===== src/rtl/dm_arbiter.sv =====
// Two-port memory arbiter: CPU (port 0) and loader/debug (port 1) share one
// single-cycle memory. Each access is IDLE (arbitrate + latch) then ACCESS
// (drive memory), giving one access every two cycles.
module dm_arbiter #(
  parameter int PRIO_MODE = 0  // 0 = round-robin, 1 = port 0 always wins ties
) (
  input  logic        clk,
  input  logic        rstn,
  input  logic        req0,
  input  logic        req1,
  input  logic        we0,
  input  logic        we1,
  input  logic [31:0] addr0,
  input  logic [31:0] addr1,
  input  logic [31:0] wdata0,
  input  logic [31:0] wdata1,
  input  logic [3:0]  ls0,
  input  logic [3:0]  ls1,
  output logic        gnt0,
  output logic        gnt1,
  output logic        done0,
  output logic        done1,
  output logic [31:0] rdata,
  output logic        mem_we,
  output logic [31:0] mem_addr,
  output logic [31:0] mem_din,
  output logic [3:0]  mem_ls,
  input  logic [31:0] mem_dout
);

  typedef enum logic {IDLE = 1'b0, ACCESS = 1'b1} state_t;

  typedef struct packed {
    logic        port;
    logic        we;
    logic [31:0] addr;
    logic [31:0] wdata;
    logic [3:0]  ls;
  } cmd_t;

  state_t      state_q, state_d;
  cmd_t        cmd_q, cmd_d;
  logic        last_q, last_d;   // port granted most recently
  logic [1:0]  gnt_q, gnt_d;
  logic [1:0]  done_q, done_d;
  logic [31:0] rdata_q, rdata_d;
  logic        req_any, win;

  // Winner selection; a tie goes to the port not granted last unless fixed priority
  always_comb begin
    req_any = req0 | req1;
    win     = 1'b0;
    if (req0 && req1) win = (PRIO_MODE == 1) ? 1'b0 : ~last_q;
    else if (req1)    win = 1'b1;
  end

  // State register
  always_ff @(posedge clk or negedge rstn) begin
    if (!rstn) state_q <= IDLE;
    else       state_q <= state_d;
  end

  // Next-state logic: ACCESS lasts exactly one cycle
  always_comb begin
    state_d = state_q;
    case (state_q)
      IDLE:    if (req_any) state_d = ACCESS;
      ACCESS:  state_d = IDLE;
      default: state_d = IDLE;
    endcase
  end

  // Memory-side outputs are driven only during ACCESS; otherwise all zero
  always_comb begin
    mem_we   = 1'b0;
    mem_addr = '0;
    mem_din  = '0;
    mem_ls   = '0;
    if (state_q == ACCESS) begin
      mem_we   = cmd_q.we;
      mem_addr = cmd_q.addr;
      mem_din  = cmd_q.wdata;
      mem_ls   = cmd_q.ls;
    end
  end

  // Datapath next-state: latch winner's command, pulse gnt, then pulse done
  always_comb begin
    cmd_d   = cmd_q;
    last_d  = last_q;
    rdata_d = rdata_q;
    gnt_d   = '0;
    done_d  = '0;
    if (state_q == IDLE && req_any) begin
      cmd_d.port  = win;
      cmd_d.we    = win ? we1    : we0;
      cmd_d.addr  = win ? addr1  : addr0;
      cmd_d.wdata = win ? wdata1 : wdata0;
      cmd_d.ls    = win ? ls1    : ls0;
      gnt_d[win]  = 1'b1;
      last_d      = win;
    end
    if (state_q == ACCESS) begin
      done_d[cmd_q.port] = 1'b1;
      if (!cmd_q.we) rdata_d = mem_dout;
    end
  end

  // Datapath registers; pointer resets to port 1 so port 0 wins the first tie
  always_ff @(posedge clk or negedge rstn) begin
    if (!rstn) begin
      cmd_q   <= '0;
      last_q  <= 1'b1;
      gnt_q   <= '0;
      done_q  <= '0;
      rdata_q <= '0;
    end else begin
      cmd_q   <= cmd_d;
      last_q  <= last_d;
      gnt_q   <= gnt_d;
      done_q  <= done_d;
      rdata_q <= rdata_d;
    end
  end

  assign gnt0  = gnt_q[0];
  assign gnt1  = gnt_q[1];
  assign done0 = done_q[0];
  assign done1 = done_q[1];
  assign rdata = rdata_q;

endmodule


===== config.mk =====
export PLATFORM = sky130hd
export DESIGN_NAME = dm_arbiter
export DESIGN_NICKNAME = d
export VERILOG_FILES = /design/src/rtl/dm_arbiter.sv
export SDC_FILE = /design/constraint.sdc
export NUM_CORES = 1
export LEC_CHECK = 0
export CORE_ASPECT_RATIO = 1.75
export CORE_MARGIN = 2
export CORE_UTILIZATION = 36
export CTS_BUF_LIST = sky130_fd_sc_hd__clkbuf_8
export CTS_CLUSTER_SIZE = 40
export DETAILED_ROUTE_END_ITERATION = 10
export HOLD_SLACK_MARGIN = 0.02
export PLACE_DENSITY_LB_ADDON = 0.05
export REMOVE_ABC_BUFFERS = 1
export SETUP_SLACK_MARGIN = 0.5
export SLEW_MARGIN = 20
export SYNTH_ARGS = -nofsm -noshare
export SYNTH_HDL_FRONTEND = slang
export SYNTH_SLANG_ARGS = --single-unit

===== constraint.sdc =====
create_clock -name clk -period 1.5 [get_ports clk]
set_clock_uncertainty 0.05 [all_clocks]
set_input_delay 0.15 -clock clk [delete_from_list [all_inputs] [get_ports clk]]
set_output_delay 0.15 -clock clk [all_outputs]
set_load 0.02 [all_outputs]

==> flow_summary.ini <==
[outcome]
status = finished with violations
violations = setup timing

[die]
initial_utilization = 0.368
core_area_mm2 = 0.0135
ios = 279
die_w_um = 92.7
placementRows = 56
die_h_um = 159
dieArea_mm2 = 0.0148

[sta]
hold_violations = 0
tightest_slew_ps = 427
fmax_mhz = 610
max_slew_margin = 0.715
post-route-period-util = 1.09
finalWorstSetupSlack_ps = -140
rsz0062_at_grt = yes
period_minus_slack_ps = 1640
drv_slew = 0
finalSetupViolCount = 168

[synthesis]
ys_ff_latch = 108
synth_cells = 391
yosys_warnings = 0
yosysSeqAreaShare = 0.546
netlist_area_mm2 = 0.00495
ys_types = 19
avgSynthCellArea_um2 = 12.7

[routing]
postRouteAntennaNets = 0
drtIter0Drc = 175
vias_per_cell = 5.02
drc_errors = 0
routed_wirelength_um = 15500
firstDrtPassIters = 6
wl_per_cell_um = 18.4
vias = 4213

[layout]
drive_gt1_frac = 0.227
finish.utilization = 0.597
areaGrowthSynthToFinish_pct = 62.0
nets = 835
mostFrequentLayoutCells = clkdlybuf4s50_1 (190), and2_1 (136), dfrtp_1 (106), a221o_1 (69), buf_2 (32)
diodes = 0
fin_area_mm2 = 0.00803
layout_commonest_cell = clkdlybuf4s50_1
fill_cells = 1151

[placed_design]
gp_congestion = 0.796
dpl_cell_area_mm2 = 0.00789
hpwl_um = 11200
port_buffers = 278

[cts]
clk_latency_ps = 360
clkTransAtPathRegs_ps = 110
clock-root-buffer = clkbuf_8
cts_buffers = 9
clock_path_buffers = 2
cts_tree = built
cts_max_level = 3
cts_sinks = 108

[setup_path]
cp_max_fo = 51
critPathArrivalTime_ps = 1840
critPathCaptureType = flip-flop
r2r-end = cmd_q[44]
cp.required_ps = 1700
r2r_start = state_q
cp-start-kind = flip-flop
path_class = flip-flop to flip-flop
critPathLaunch = state_q
crit_end = cmd_q[44]
rrSetupSlack_ps = -140
r2r_cells = 5

[power_and_ir_drop]
vdd_drop_max_v = 0.000600
p_per_area_mw_per_mm2 = 1220
p_leak_nw = 3.49

[global_route]
grt_overflow_total = 0
grt_pass1_wl_um = 23700
grt_pass1_vias = 4515
antenna_found_initial = 0
grt_max_degree = 76
grt_usage = 0.206

[flow_run]
maxCapViolCount = 0

[hold_path]
hold_path.class = input pin to async pin
-- report_power, final --
group | internal (mW) | switching, mW | total [mW]
clock | 0.830 | 1.01 | 1.85
combinational | 2.17 | 1.78 | 3.95
sequential | 3.65 | 0.383 | 4.03
-- worst min path at each step --
| stage | startpoint | to | slack [ps] | cells past startpoint |
|---|---|---|---|---|
| 2_1_floorplan | rstn | cmd_q[0] | -200 | 0 |
| 3_3_place_gp | rstn | cmd_q[53] | 170 | 2 |
| 3_5_place_dp | rstn | cmd_q[21] | 170 | 2 |
| 4_1_cts | rstn | cmd_q[21] | 310 | 3 |
| 5_1_grt | mem_dout[6] | rdata[6] | 320 | 2 |
| 6_report | rstn | cmd_q[21] | 300 | 3 |
-- final cells by class --
cell class | count | area [µm²] | area share
Clock inverter | 6 | 71.3 | 0.00889
Clock buffer | 10 | 138 | 0.0171
Multi-Input combinational cell | 247 | 2010 | 0.251
Inverter | 3 | 16.3 | 0.00203
Tap cell | 174 | 218 | 0.0271
Sequential cell | 108 | 2710 | 0.337
Timing Repair Buffer | 292 | 2870 | 0.357
-- cells in the mapped netlist --
library cell	instances	area share
nor2_2	1	0.0013
and2_1	139	0.18
a21o_1	2	0.0030
buf_2	3	0.0030
buf_4	1	0.0015
a211oi_4	1	0.0040
a221o_1	69	0.14
mux2_1	9	0.020
nor2_1	1	0.00076
o211a_1	1	0.0020
dfrtp_1	107	0.54
mux2_2	23	0.052
o21bai_4	1	0.0038
buf_1	1	0.00076
inv_1	2	0.0015
clkbuf_1	13	0.0099
inv_2	1	0.00076
dfstp_2	1	0.0053
buf_6	15	0.034
-- cell families after synthesis --
group,after synthesis,share of synthesized area
compound gates,74,0.152
buf+inv,36,0.0515
mux,32,0.0727
simple gates,141,0.178
flops,108,0.546
-- registers in the layout, indices dropped and copies added, names as in the netlist --
signal and cells:
last_q 1, gnt_q 2, rdata 32, done_q 2
state_q 1, cmd_q 70
-- stage by stage --
| step | cells | hold slack, ps | power (mW) | setup TNS [ps] | setup WS [ps] |
|---|---|---|---|---|---|
| finish | 840 | 299 | 9.83 | -11110 | -140 |
| global route | 840 | 316 | 10.4 | -22360 | -198 |
| CTS | 840 | 307 | 9.89 | -14240 | -167 |
| detailed placement | 823 | 170 | 8.12 | -26520 | -286 |
| global placement | 823 | 169 | 8.03 | -26410 | -276 |
| floorplan | 358 | -196 | 5.95 | -134950 | -1280 |
-- critical path, cell delays in order (launching register included) --
cell,delay (ps)
dfrtp_2,470
buf_12,180
o21bai_4,190
buf_12,180
and2_1,180
a221o_1,260
-- repair_timing --
action / 4_1_cts / 5_1_grt
setup endpoints to repair: 211 / 211
pin swaps: 0 / 0
hold endpoints to repair: 107 / 0
resized for setup: 318 / 65
buffers inserted: 0 / 0
hold buffers: 1 / 0
-- metal layers --
metal  GRT usage  vias to the layer above  share of wire
met5           0                        -              0
met4      0.0869                        0          0.036
met3      0.0525                       31          0.073
met2       0.373                      210           0.53
met1       0.225                     2035           0.37
li1            -                     1937              -
No activity file was read; power rests on OpenSTA's default activity.
